## src/rtl/frame_to_sdram_writer.sv

```systemverilog
// Purpose: loads one frame of 8-bit pixels into SDRAM as 16-bit words at {frame, line, word}.
// Latency: oWR_EN rises 1 cycle after the high byte is accepted; at most one word per 3 cycles.
// Backpressure: oPIX_READY is low while a write is pending; writes hold until iWAIT_REQUEST drops.
// Ports: iCLK/iRST clock and async reset; iSTART/iFRAME_ID/iABORT frame control;
//        iPIX_DATA/iPIX_VALID/oPIX_READY pixel stream; iWAIT_REQUEST/oWR_EN/oWR_ADDR/oWR_DATA
//        Avalon-style write master; oBUSY frame in progress; oDONE last-word pulse.
module frame_to_sdram_writer #(
  parameter int H_PIXELS = 1024,
  parameter int V_LINES  = 768
) (
  input  logic        iCLK,
  input  logic        iRST,
  input  logic        iSTART,
  input  logic [5:0]  iFRAME_ID,
  input  logic        iABORT,
  input  logic [7:0]  iPIX_DATA,
  input  logic        iPIX_VALID,
  output logic        oPIX_READY,
  input  logic        iWAIT_REQUEST,
  output logic        oWR_EN,
  output logic [24:0] oWR_ADDR,
  output logic [15:0] oWR_DATA,
  output logic        oBUSY,
  output logic        oDONE
);

  localparam logic [2:0] S_IDLE = 3'd0;
  localparam logic [2:0] S_LO   = 3'd1;
  localparam logic [2:0] S_HI   = 3'd2;
  localparam logic [2:0] S_WR   = 3'd3;
  localparam logic [2:0] S_FIN  = 3'd4;

  localparam logic [8:0] WORD_LAST = 9'(H_PIXELS / 2 - 1);
  localparam logic [9:0] LINE_LAST = 10'(V_LINES - 1);

  logic [2:0]  r_state;
  logic [5:0]  r_frame;
  logic [9:0]  r_line;
  logic [8:0]  r_word;
  logic [7:0]  r_low;
  logic        r_wr_en;
  logic [24:0] r_wr_addr;
  logic [15:0] r_wr_data;
  logic        r_abort;   // abort seen while a write was outstanding

  logic w_accept;
  logic w_wr_done;

  // Ready is purely a function of state so it never loops back through iPIX_VALID.
  assign oPIX_READY = (r_state == S_LO) || (r_state == S_HI);
  assign oBUSY      = (r_state != S_IDLE);
  assign oDONE      = (r_state == S_FIN);
  assign oWR_EN     = r_wr_en;
  assign oWR_ADDR   = r_wr_addr;
  assign oWR_DATA   = r_wr_data;

  assign w_accept  = iPIX_VALID && oPIX_READY;
  assign w_wr_done = r_wr_en && !iWAIT_REQUEST;

  always_ff @(posedge iCLK or posedge iRST) begin
    if (iRST) begin
      r_state   <= S_IDLE;
      r_frame   <= '0;
      r_line    <= '0;
      r_word    <= '0;
      r_low     <= '0;
      r_wr_en   <= 1'b0;
      r_wr_addr <= '0;
      r_wr_data <= '0;
      r_abort   <= 1'b0;
    end else begin
      case (r_state)
        S_IDLE: begin
          // Abort wins over a simultaneous start.
          if (iSTART && !iABORT) begin
            r_frame <= iFRAME_ID;
            r_line  <= '0;
            r_word  <= '0;
            r_state <= S_LO;
          end
        end
        S_LO: begin
          if (iABORT) begin
            r_low   <= '0;
            r_state <= S_IDLE;
          end else if (w_accept) begin
            r_low   <= iPIX_DATA;
            r_state <= S_HI;
          end
        end
        S_HI: begin
          if (iABORT) begin
            r_low   <= '0;
            r_state <= S_IDLE;
          end else if (w_accept) begin
            r_wr_data <= {iPIX_DATA, r_low};
            r_wr_addr <= {r_frame, r_line, r_word};
            r_wr_en   <= 1'b1;
            r_abort   <= 1'b0;
            r_state   <= S_WR;
          end
        end
        S_WR: begin
          // A posted write is never withdrawn; an abort waits for completion.
          if (iABORT) begin
            r_abort <= 1'b1;
          end
          if (w_wr_done) begin
            r_wr_en <= 1'b0;
            r_abort <= 1'b0;
            if (r_abort || iABORT) begin
              r_state <= S_IDLE;
            end else if (r_word != WORD_LAST) begin
              r_word  <= r_word + 9'd1;
              r_state <= S_LO;
            end else begin
              r_word <= '0;
              if (r_line != LINE_LAST) begin
                r_line  <= r_line + 10'd1;
                r_state <= S_LO;
              end else begin
                r_state <= S_FIN;
              end
            end
          end
        end
        S_FIN: begin
          r_state <= S_IDLE;
        end
        default: begin
          r_state <= S_IDLE;
        end
      endcase
    end
  end

endmodule
```

## config.mk

```make
export PLATFORM = sky130hd
export DESIGN_NAME = frame_to_sdram_writer
export DESIGN_NICKNAME = d
export VERILOG_FILES = /design/src/rtl/frame_to_sdram_writer.sv
export SDC_FILE = /design/constraint.sdc
export NUM_CORES = 1
export LEC_CHECK = 0
export CAP_MARGIN = 30
export CORE_MARGIN = 8
export CORE_UTILIZATION = 63
export DETAILED_ROUTE_END_ITERATION = 12
export DONT_BUFFER_PORTS = 1
export PLACE_DENSITY = 0.79
export SLEW_MARGIN = 15
export SYNTH_ARGS = -nofsm -noshare
export SYNTH_HDL_FRONTEND = slang
export SYNTH_SLANG_ARGS = --single-unit
```

## constraint.sdc

```tcl
create_clock -name iCLK -period 3.32 [get_ports iCLK]
set_input_delay 0.498 -clock iCLK [delete_from_list [all_inputs] [get_ports iCLK]]
set_output_delay 0.498 -clock iCLK [all_outputs]
set_load 0.02 [all_outputs]
```

# Word level (Yosys, flattened, before mapping)
# Index checks and enable logic that the tools add are counted.
[classes]
n_addsub = 2
n_eq_ne = 17
n_mux = 34
bitwise = 1
n_reduce_logical = 20
[ops]
columns = ["cell", "count"]
rows = [
  ["$mux W10", 5],
  ["$mux W9", 4],
  ["$mux W3", 9],
  ["$mux W8", 3],
  ["$pmux W10 S2", 1],
  ["$pmux W9 S2", 1],
  ["$ne A2 B2 Y1 const B", 8],
  ["$pmux W8 S2", 1],
  ["$reduce_and A4 Y1", 4],
  ["$pmux W3 S4", 1],
  ["$add A10 B1 Y10 const B", 1],
  ["$ne A10 B10 Y1 const B", 1],
  ["$add A9 B1 Y9 const B", 1],
  ["$ne A3 B3 Y1 const B", 3],
  ["$ne A9 B9 Y1 const B", 1],
  ["$mux W1", 7],
  ["$eq A3 B2 Y1 const B", 2],
  ["$reduce_and A3 Y1", 2],
  ["$reduce_and A6 Y1", 1],
  ["$reduce_bool A2 Y1", 3],
  ["$pmux W1 S2", 2],
  ["$eq A3 B1 Y1 const B", 1],
  ["$eq A3 B3 Y1 const B", 1],
  ["$logic_and A1 B1 Y1", 3],
  ["6 further kinds", 8],
]
[totals]
ff_bits = 79
out_inout_bits = 45

# Longest topological paths before layout
[depth]
word_depth = 6
mapped_depth = 8

# Least setup slack after synthesis
# Ideal clock, no wire load.
[synth_path]
path_type = "register to register"
from = "register r_word[0]"
to = "register r_line[9]"
arrival_time_ns = 1.852
t_required_ns = 3.196
setup_slack_ns = 1.345
path_stages_with_launch = 9
path_buffers = 0
path_cell_list = "dfrtp_1 ha_1 nand3_1 nor2_1 ha_1 nand3b_1 a221oi_4 nand4_2 mux2i_1"
[synth_via]
elab_chain_len = 3
[synth_lines]
columns = ["item", "line", "source"]
rows = [
  ["from (decl)", "39", "logic [8:0] r_word;"],
  ["from (signal assigned)", "114", "r_word <= r_word + 9'd1;"],
  ["$ne A9 B9 Y1", "113", "end else if (r_word != WORD_LAST) begin"],
  ["$ne A2 B2 Y1 (no line)", "-", ""],
  ["$reduce_and A6 Y1 (no line)", "-", ""],
  ["to (signal assigned)", "119", "r_line <= r_line + 10'd1;"],
  ["to (decl)", "38", "logic [9:0] r_line;"],
]
# Every way passes these cells.
# A chain may end at the register's enable or synchronous reset.

# Worst setup path in the final report
[layout_path]
from = "register r_state[2]"
to = "register r_word[1]"
[layout_via]
elab_chain_len = 3
[layout_lines]
columns = ["item", "line", "source"]
rows = [
  ["from (decl)", "36", "logic [2:0] r_state;"],
  ["from (signal assigned)", "62", "r_state <= S_IDLE;"],
  ["from (signal assigned)", "79", "r_state <= S_LO;"],
  ["from (signal assigned)", "85", "r_state <= S_IDLE;"],
  ["$eq A3 B2 Y1 / $logic_not A3 Y1 (equally long branches)", "72", "case (r_state)"],
  ["$ne A2 B2 Y1 (no line) / $reduce_bool A2 Y1 (equally long branches)", "-", ""],
  ["$reduce_and A4 Y1 (no line)", "-", ""],
]
# Several ways; a longest one is shown, not always the timed one.

==> out/results.tsv <==
metric	value	unit
sequential-to-total area share from yosys stat	53.6	%
Avg Inst Size Synth	11.2	um2
CP delay by family, top	simple AND/OR/NAND/NOR gates	
Placed Instance Area	0.00377	mm2
Clock Skew	10.4	ps
Crit path depth	4	
clk sinks	79	
final cycle utilization of the critical path	75.0	%
FF-to-FF End	r_word[1]$_DFFE_PP0P_	
CTS root buf	clkbuf_8	
average vias per placed instance	6.01	
r2r worst-path depth	4	
Resized cells post-CTS	0	
clock period minus worst slack	2490	ps
crit-path max cell delay	650	ps
Post-Synthesis Cell Area	0.00369	mm2
largest net degree at the start of global routing	51	
Worst Path Required	3550	ps
final net count	353	
CTS tree	done	
worst setup path class	reg2reg	
global-route wire length before repair	12300	um
Worst EP arrival	2730	ps
Via Count	2465	
final wirelength	7460	um
post-DR wirelength/cell	18.2	um
RR Startpoint	r_state[2]$_DFFE_PP0P_	
total power draw	3.17	mW
Layout area overhead	8.04	%
diode count	0	
drt pass-1 iters	4	
gr ovfl total	0	
Worst Path Max Fanout	18	
Chip Width	92.5	um
outcome	finished, final reports clean	
vias in the first global route	2512	
Syn Inst Count	328	
GR Util All Layers	18.1	%
Finish-stage setup viols	0	
H-tree depth	3	
fraction of registers with async set/reset	100	%
synth warn	0	
CTS Hold Bufs	0	
clock-pin transition on the worst setup and hold timing paths	90	ps
unrepaired setup endpoints after global routing	no	
setup TNS	0	ps
Die Height	92.5	um
crit path launch type	register	
Primary FF master, synth	dfrtp_1	
fraction of layout cells with a size suffix above 1	20.0	%
RePlAce Congestion	0.850	
syn_nets	351	
Slowest cell on crit path	o22ai_2	
total CTS buffers	9	
# DRC	0	
row count	28	
Yosys reg bits	79	
Worst Setup End Kind	register	
Peak VDD IR	0.450	mV
number of enable flip-flop cells after synthesis	0	
IO Pins	65	
f_max	0.401	GHz
fin. max-slew vios	0	
initial antenna violation count	0	
Post CTS Setup Buffer Count	0	
Detailed Place HPWL	5190	um
PwrDens	796	mW/mm2
Netlist cell types	52	
post-route ant nets	0	
CP startpoint	r_state[2]$_DFFE_PP0P_	
Die ar.	0.00856	mm2
worst slew pin tran	678	ps
Final Cell Area	0.00399	mm2
initial drt markers	129	
Initial Util	63.8	%
Slew headroom	54.6	%
R2R setup slack	830	ps
LEAKAGE	1.81	nW
max cap viols	0	
Min-Delay Path Class	in2async	
CTS max path bufs	2	
crit-path cells	nand3b_1, o22ai_2, or3_1, mux2_2	
latest clock arrival within the worst-skew pair	350	ps
CORE AREA	0.00578	mm2
Port-buffer cells	0	
Worst setup endpoint	r_word[1]$_DFFE_PP0P_	
Worst Path Buf+Inv	0	
Final Hold Viols	0	
-- layout make-up --
class                      count  area [um2]
inverter                      15        57.6
timing repair buffer           5        50.0
multi-input combinational    220        1590
tap                           75        93.8
clock buffer                  10         128
clock inverter                 6        92.6
sequential                    79        1980
fill                         459        1790
-- placed cells by master, fill, tap and decap left out, types with 4 or more instances in the layout --
master | netlist | routed
a21oi_1 | 21 | 21
dfrtp_1 | 79 | 79
o41ai_1 | 8 | 8
clkbuf_8 | 0 | 9
or3_1 | 6 | 6
nand3_1 | 5 | 4
nand2_1 | 45 | 45
mux2_2 | 34 | 34
nor2_1 | 15 | 15
mux2i_1 | 11 | 11
a2111o_1 | 6 | 6
nand3b_1 | 4 | 4
inv_1 | 14 | 13
o21ai_0 | 13 | 13
buf_4 | 0 | 4
-- state kept, by name, indices dropped and copies added, names as in the netlist --
name / count
r_state: 3
r_frame: 6
r_low: 8
r_word: 9
oWR_EN: 1
r_abort: 1
oWR_ADDR: 25
oWR_DATA: 16
r_line: 10
-- metal layers --
layer / track usage, % / vias to the layer above / share of wire (%)
met1: 20.6 / 1204 / 42
met2: 29.6 / 59 / 50
li1: - / 1191 / -
met5: 0 / - / 0
met3: 6.15 / 11 / 6.6
met4: 9.26 / 0 / 1.6
-- report_power, final --
part	total (mW)	internal [mW]	switching, mW
Clock	0.778	0.427	0.351
Sequential	1.62	1.22	0.401
Combinational	0.778	0.329	0.449
-- worst min-delay path by stage --
stage               slack, ps                  endpoint  cells after the start                    from
finish                     70  oWR_ADDR[21]$_DFFE_PP0P_                      2                    iRST
global route              100  oWR_ADDR[21]$_DFFE_PP0P_                      2                    iRST
CTS                        80    r_frame[3]$_DFFE_PP0P_                      2                    iRST
detailed placement        460    r_frame[2]$_DFFE_PP0P_                      2  r_frame[2]$_DFFE_PP0P_
global placement          450    r_frame[4]$_DFFE_PP0P_                      2  r_frame[4]$_DFFE_PP0P_
floorplan                 440    r_frame[0]$_DFFE_PP0P_                      2  r_frame[0]$_DFFE_PP0P_
-- cells by family after synthesis --
family	share of synthesized area (%)
simple gates	15.6
flops	53.6
compound gates	12.3
mux	13.7
buf+inv	3.53
fa+ha+maj	1.02
xor+xnor	0.237
-- cell usage after synthesis, types with 3 or more instances --
master	number	share of area, %
mux2_2	34	10
nor2_1	15	1.5
nor2b_1	3	0.51
clkbuf_1	6	0.61
inv_1	14	1.4
or4_1	3	0.61
nand2_1	45	4.6
nand4_1	3	0.51
mux2i_1	11	3.0
buf_2	5	0.68
o41ai_1	8	1.9
nand3b_1	4	0.81
or3_1	6	1.0
a21oi_1	21	2.8
o31ai_1	3	0.61
o21ai_0	13	1.8
a2111o_1	6	1.8
nand3_1	5	0.68
ha_1	3	1.0
dfrtp_1	79	54
-- metrics by stage --
step / hold WS (ps) / util, % / instances / setup slack [ps]
final: 74.1 / 69.0 / 410 / 828
after global placement: 454 / 65.2 / 394 / 971
after detailed placement: 464 / 65.2 / 394 / 888
after CTS: 78.2 / 69.0 / 410 / 873
after floorplan: 442 / - / 328 / 799
after global routing: 105 / 69.0 / 410 / 664
-- worst register-to-register path: cells and delay by family, from the launching register on --
| family | cells | cell delay (ps) |
|---|---|---|
| AO/OA/AOI/OAI | 1 | 650 |
| flip-flops | 1 | 570 |
| multiplexers | 1 | 350 |
| AND/OR/NAND/NOR | 2 | 810 |
(Power assumes the default switching activity.)
